<file path="src/rtl/shifter_pkg.sv">
// rtl/shifter_pkg.sv - shared state encoding and default geometry for the shifter BIST
package shifter_pkg;

  typedef enum logic [1:0] {
    st_idle  = 2'd0,
    st_shift = 2'd1,
    st_drain = 2'd2,
    st_done  = 2'd3
  } state_t;

  localparam int DEF_WIDTH = 8;
  localparam int DEF_TAP1  = 3;
  localparam int DEF_TAP2  = 5;

endpackage

</file>
<file path="src/rtl/shifter.sv">
// rtl/shifter.sv - serial delay line with taps at TAP1 and TAP2 cycles
module shifter #(
  parameter int TAP1 = 3,
  parameter int TAP2 = 5
) (
  input  logic clk,
  input  logic rst,
  input  logic data,
  output logic out1,
  output logic out2
);

  logic [TAP2-1:0] dly;

  always_ff @(posedge clk) begin
    if (rst) dly <= '0;
    else     dly <= {dly[TAP2-2:0], data};
  end

  assign out1 = dly[TAP1-1];
  assign out2 = dly[TAP2-1];

endmodule

</file>
<file path="src/rtl/shifter_bist_top.sv">
// rtl/shifter_bist_top.sv - integration of the shifter with its BIST controller
module shifter_bist_top
  import shifter_pkg::*;
#(
  parameter int WIDTH = DEF_WIDTH,
  parameter int TAP1  = DEF_TAP1,
  parameter int TAP2  = DEF_TAP2
) (
  input  logic             clk,
  input  logic             rst,
  input  logic             in_valid,
  input  logic [WIDTH-1:0] in_word,
  output logic             in_ready,
  output logic             out_valid,
  input  logic             out_ready,
  output logic [WIDTH-1:0] res1,
  output logic [WIDTH-1:0] res2,
  output logic             err,
  output logic [7:0]       err_cnt
);

  logic sh_data, sh_rst, sh_out1, sh_out2;

  shifter #(.TAP1(TAP1), .TAP2(TAP2)) u_shifter (
    .clk  (clk),
    .rst  (sh_rst),
    .data (sh_data),
    .out1 (sh_out1),
    .out2 (sh_out2)
  );

  shifter_bist_ctrl #(.WIDTH(WIDTH), .TAP1(TAP1), .TAP2(TAP2)) u_ctrl (
    .clk       (clk),
    .rst       (rst),
    .in_valid  (in_valid),
    .in_word   (in_word),
    .in_ready  (in_ready),
    .sh_data   (sh_data),
    .sh_rst    (sh_rst),
    .sh_out1   (sh_out1),
    .sh_out2   (sh_out2),
    .out_valid (out_valid),
    .out_ready (out_ready),
    .res1      (res1),
    .res2      (res2),
    .err       (err),
    .err_cnt   (err_cnt)
  );

endmodule

</file>
<file path="src/rtl/shifter_bist_ctrl.sv">
// rtl/shifter_bist_ctrl.sv - serialises a test word through the shifter and checks both taps
module shifter_bist_ctrl
  import shifter_pkg::*;
#(
  parameter int WIDTH = DEF_WIDTH,
  parameter int TAP1  = DEF_TAP1,
  parameter int TAP2  = DEF_TAP2
) (
  input  logic             clk,
  input  logic             rst,
  input  logic             in_valid,
  input  logic [WIDTH-1:0] in_word,
  output logic             in_ready,
  output logic             sh_data,
  output logic             sh_rst,
  input  logic             sh_out1,
  input  logic             sh_out2,
  output logic             out_valid,
  input  logic             out_ready,
  output logic [WIDTH-1:0] res1,
  output logic [WIDTH-1:0] res2,
  output logic             err,
  output logic [7:0]       err_cnt
);

  localparam int CW   = $clog2(WIDTH + TAP2 + 1);
  localparam int LAST = WIDTH + TAP2 - 1;

  state_t           state, state_nxt;
  logic [CW-1:0]    cnt;
  logic [WIDTH-1:0] word;
  logic [WIDTH-1:0] sreg;
  logic             accept;
  logic             capturing;

  always_ff @(posedge clk) begin
    if (rst) state <= st_idle;
    else     state <= state_nxt;
  end

  always_comb begin
    state_nxt = state;
    in_ready  = 1'b0;
    out_valid = 1'b0;
    case (state)
      st_idle: begin
        in_ready = 1'b1;
        if (in_valid) state_nxt = st_shift;
      end
      st_shift: begin
        if (cnt == CW'(WIDTH - 1)) state_nxt = st_drain;
      end
      st_drain: begin
        if (cnt == CW'(LAST)) state_nxt = st_done;
      end
      st_done: begin
        out_valid = 1'b1;
        if (out_ready) state_nxt = st_idle;
      end
      default: state_nxt = st_idle;
    endcase
  end

  assign accept    = in_valid & in_ready;
  assign capturing = (state == st_shift) || (state == st_drain);
  assign sh_rst    = rst;
  assign err       = out_valid & ((res1 != word) | (res2 != word));

  // sreg holds the not-yet-sent bits; zeros shift in so the drain phase sends 0
  always_ff @(posedge clk) begin
    if (rst) begin
      cnt     <= '0;
      sh_data <= 1'b0;
      word    <= '0;
      sreg    <= '0;
      err_cnt <= 8'd0;
    end else begin
      case (state)
        st_idle: begin
          cnt     <= '0;
          sh_data <= accept ? in_word[0] : 1'b0;
          if (accept) begin
            word <= in_word;
            sreg <= in_word >> 1;
          end
        end
        st_shift: begin
          cnt     <= cnt + 1'b1;
          sh_data <= (cnt == CW'(WIDTH - 1)) ? 1'b0 : sreg[0];
          sreg    <= sreg >> 1;
        end
        st_drain: begin
          cnt     <= cnt + 1'b1;
          sh_data <= 1'b0;
        end
        st_done: begin
          sh_data <= 1'b0;
          if (out_ready && err && (err_cnt != 8'hFF)) err_cnt <= err_cnt + 8'd1;
        end
        default: sh_data <= 1'b0;
      endcase
    end
  end

  // Each tap's bit k appears during cycle TAP+k, so the counter selects the slot
  always_ff @(posedge clk) begin
    if (rst) begin
      res1 <= '0;
      res2 <= '0;
    end else if (capturing) begin
      for (int i = 0; i < WIDTH; i++) begin
        if (cnt == CW'(TAP1 + i)) res1[i] <= sh_out1;
        if (cnt == CW'(TAP2 + i)) res2[i] <= sh_out2;
      end
    end
  end

endmodule

</file>
<file path="config.mk">
export PLATFORM = sky130hd
export DESIGN_NAME = shifter_bist_top
export DESIGN_NICKNAME = d
export VERILOG_FILES = /design/src/rtl/shifter_pkg.sv /design/src/rtl/shifter.sv /design/src/rtl/shifter_bist_top.sv /design/src/rtl/shifter_bist_ctrl.sv
export SDC_FILE = /design/constraint.sdc
export NUM_CORES = 1
export LEC_CHECK = 0
export ABC_AREA = 1
export CAP_MARGIN = 15
export CORE_MARGIN = 2
export CORE_UTILIZATION = 50
export DETAILED_ROUTE_END_ITERATION = 10
export MAX_ROUTING_LAYER = met4
export PLACE_DENSITY = 0.86
export SLEW_MARGIN = 20
export SYNTH_ARGS = -nofsm -noshare
export SYNTH_HDL_FRONTEND = slang
export SYNTH_SLANG_ARGS = --single-unit
</file>
<file path="constraint.sdc">
create_clock -name clk -period 2.9 [get_ports clk]
set_clock_uncertainty 0.1 [all_clocks]
set_input_delay 0.87 -clock clk [delete_from_list [all_inputs] [get_ports clk]]
set_output_delay 0.87 -clock clk [all_outputs]
set_load 0.01 [all_outputs]
</file>
==> impl_metrics.csv <==
group,metric,value,unit
outcome,status,"finished clean",
worst_setup_path,r2r_slack,1070,ps
global_route,gr-max-usage-layer,"met2",
timing,setup_violations,0,
hold_path,whs_endpoint,"u_shifter.dly[4]",
global_route,grt_max_degree,23,
run,maxCapViolCount,0,
worst_setup_path,worst_setup_path_end_kind,"output pin",
die,die_h,75.0,um
synth,synthSimpleGateAreaFrac,26.1,%
timing,setup-tns-final,0,ps
finish,drive_above_1_share,7.63,%
synth,synth_area,2520,sq um
synth,netlist_instances,352,
clock_tree,clk_pin_slew,90,ps
worst_setup_path,cp_data_arrival_time,1830,ps
placement,port-buffer-count,38,
pwr,powerDensity,679,nW/um^2
pwr,ir_worst_vdd,0.000462,V
synth,synth_top_family_by_area,"simple AND/OR/NAND/NOR gates",
global_route,track_usage,23.7,%
finish,design_area,3100,sq um
timing,hold_viol,0,
synth,syn-num-nets,374,
routing,ant_nets,0,
clock_tree,clk_latency,310,ps
clock_tree,cts_setup_buffers,0,
routing,drcViolationCount,0,
timing,period_needed,2800,ps
worst_setup_path,reg2reg_from,"u_ctrl.state[1]",
hold_path,hold_depth,2,
clock_tree,clockRootBuffer,"clkbuf_8",
synth,synthAdderAreaFrac,4.97,%
worst_setup_path,r2r_cells,6,
synth,avgSynthCellArea,7.16,sq um
die,core-area,4790,sq um
worst_setup_path,start_kind,"flip-flop",
finish,final_nets,414,
worst_setup_path,cp.required,1930,ps
synth,ys_seq_area_share,40.5,%
die,die_w,75.0,um
clock_tree,cts_sinks,51,
routing,detail_route.wl_per_cell,13.0,um
synth,ys_ff_latch,51,
timing,finalWorstSetupSlack,100,ps
placement,hpwlAfterDp,4390,um
timing,tightest_slew,397,ps
worst_setup_path,crit_type,"flip-flop to output pin",
synth,synthMuxAreaShare,0,%
die,die-area,5620,sq um
worst_setup_path,worstReg2RegEnd,"u_ctrl.res1[0]",
global_route,grtUsageMet2,34.7,%
timing,fmax,357,MHz
finish,num_antenna_cells,0,
clock_tree,cts_max_path_buffers,2,
synth,yosys_warnings,0,
placement,place_congestion,0.907,
synth,synth_compound_area_share,17.1,%
global_route,globalRouteMet1Util,32.1,%
routing,num_vias,2386,
pwr,leakage,1.23,nW
global_route,grt_pass1_vias,2155,
clock_tree,cts_tree,"done",
die,ios,39,
hold_path,hold_start,"u_shifter.dly[3]",
placement,place_ws,447,ps
timing,rsz0062_at_grt,"false",
die,start_util,52.6,%
timing,maxSlewViolCount,0,
routing,drt-total-wl,5980,um
synth,synth-xor-area-share,1.74,%
worst_setup_path,cp_max_fo,4,
timing,maxSlewHeadroom,73.5,%
global_route,gr-total-overflow,0,
routing,drt_pre_antenna_iters,4,
hold_path,min_path_type,"flip-flop to flip-flop",
global_route,antenna_found_initial,0,
pwr,power,2.10,mW
timing,period_share,96.5,%
global_route,gr-usage-met3,4.55,%
synth,synth.distinct_cells,31,
clock_tree,cts_buffers,5,
routing,routed_via_density,5.19,
clock_tree,ctsHtreeMaxLevel,2,
placement,dpl_cell_area,2960,sq um
global_route,grt_first_pass_wirelength,9850,um
routing,drt_iter0_drc,307,
finish,area_delta_synth_final,23.0,%
die,rows,25,
## power breakdown
group | switching [mW] | internal, mW
registers | 0.0729 | 0.796
clock network | 0.235 | 0.345
logic | 0.417 | 0.236
total | 0.725 | 1.38
## cells by family after synthesis
kind of cell / after synthesis
AND/OR/NAND/NOR: 149
buffers and inverters: 60
XOR/XNOR: 5
flip-flops: 51
AO/OA/AOI/OAI: 77
adder cells (fa/ha/maj): 10
## per-stage QoR
stage | cells | hold WS, ps | util, %
5_1_grt | 460 | 337 | 64.7
3_5_place_dp | 452 | 299 | 61.9
3_3_place_gp | 452 | 292 | 61.9
4_1_cts | 460 | 313 | 64.7
2_1_floorplan | 352 | 288 | -
6_report | 460 | 306 | 64.7
## layer usage
metal / vias up / share of wire (%)
met2: 64 / 45
li1: 1216 / -
met3: 11 / 5.7
met4: 0 / 1.6
met5: - / 0
met1: 1095 / 47
## registers in the layout, summed over array words and instances (netlist names)
signal	count
u_shifter.dly	5
u_ctrl.sh_data	1
u_ctrl.cnt	4
u_ctrl.word	8
u_ctrl.res2	8
u_ctrl.state	2
u_ctrl.res1	8
u_ctrl.err_cnt	8
u_ctrl.sreg	7
## how the worst max path moves through the flow
stage,start,endpoint,slack [ps],cells after the start
floorplan,u_ctrl.state[0],err,850,3
global placement,u_ctrl.res1[4],err,490,8
detailed placement,u_ctrl.res1[4],err,450,8
CTS,u_ctrl.word[0],err,70,7
global route,u_ctrl.word[4],err,1,8
finish,u_ctrl.res2[0],err,100,8
## layout make-up
class,instances,area (sq um)
clock buffer,6,72.6
tap,67,83.8
sequential,51,1020
inverter,51,191
clock inverter,2,60.1
fill,396,1690
multi-input combinational,241,1260
timing repair buffer,42,410
## synthesized netlist by cell type
cell type,instances,area [sq um]
buf_2,3,15.0
nor4_1,2,12.5
nand3_1,9,45.0
o31a_1,1,8.76
nor2_1,25,93.8
nand2_2,1,6.26
clkbuf_1,3,11.3
o2111ai_2,1,15.0
a311oi_1,1,8.76
o21ai_0,28,140
dfxtp_1,51,1020
a21oi_1,37,185
inv_1,42,158
xnor2_1,2,17.5
buf_6,1,11.3
nand2_4,1,11.3
nor2_4,3,33.8
a31oi_1,7,43.8
ha_1,10,125
nor3_1,4,20.0
nor2_2,1,6.26
nand3_4,1,17.5
a21boi_0,1,7.51
buf_4,1,7.51
buf_1,1,3.75
nand4_1,10,62.6
nand2_1,91,342
nor3b_1,1,7.51
inv_2,9,33.8
xor2_1,3,26.3
a31oi_4,1,21.3
## worst max-delay path, stage by stage (launching register included)
cell and delay (ps):
dfxtp_1 420, inv_1 60, nand2_1 60, nand2_1 60
nor2_1 80, nand2_1 110, nor2_4 150, a21boi_0 100
clkdlybuf4s50_1 480
## cell usage in the layout, fill, tap and decap left out
master           synthesis  final
nand2_2                  1      1
nand4_1                 10     10
clkbuf_8                 0      5
clkbuf_1                 3      1
xnor2_1                  2      2
nor2_1                  25     25
nor2_2                   1      1
buf_4                    1      4
nor3_1                   4      4
ha_1                    10     10
nor3b_1                  1      1
inv_2                    9      9
nor4_1                   2      2
a311oi_1                 1      1
inv_1                   42     42
o2111ai_2                1      1
clkdlybuf4s50_1          0     38
dfxtp_1                 51     50
nand3_1                  9      9
a31oi_4                  1      1
nand3_4                  1      1
a21boi_0                 1      1
bufinv_16                0      2
o31a_1                   1      1
nand2_4                  1      1
xor2_1                   3      3
dfxtp_2                  0      1
nor2_4                   3      3
o21ai_0                 28     28
nand2_1                 91     91
a21oi_1                 37     37
a31oi_1                  7      7
## timing repair
action,in CTS,in global routing
gates resized for setup,0,1
endpoints found under the setup margin,0,1
hold buffers,0,0
No activity file was read; power rests on OpenSTA's default activity.
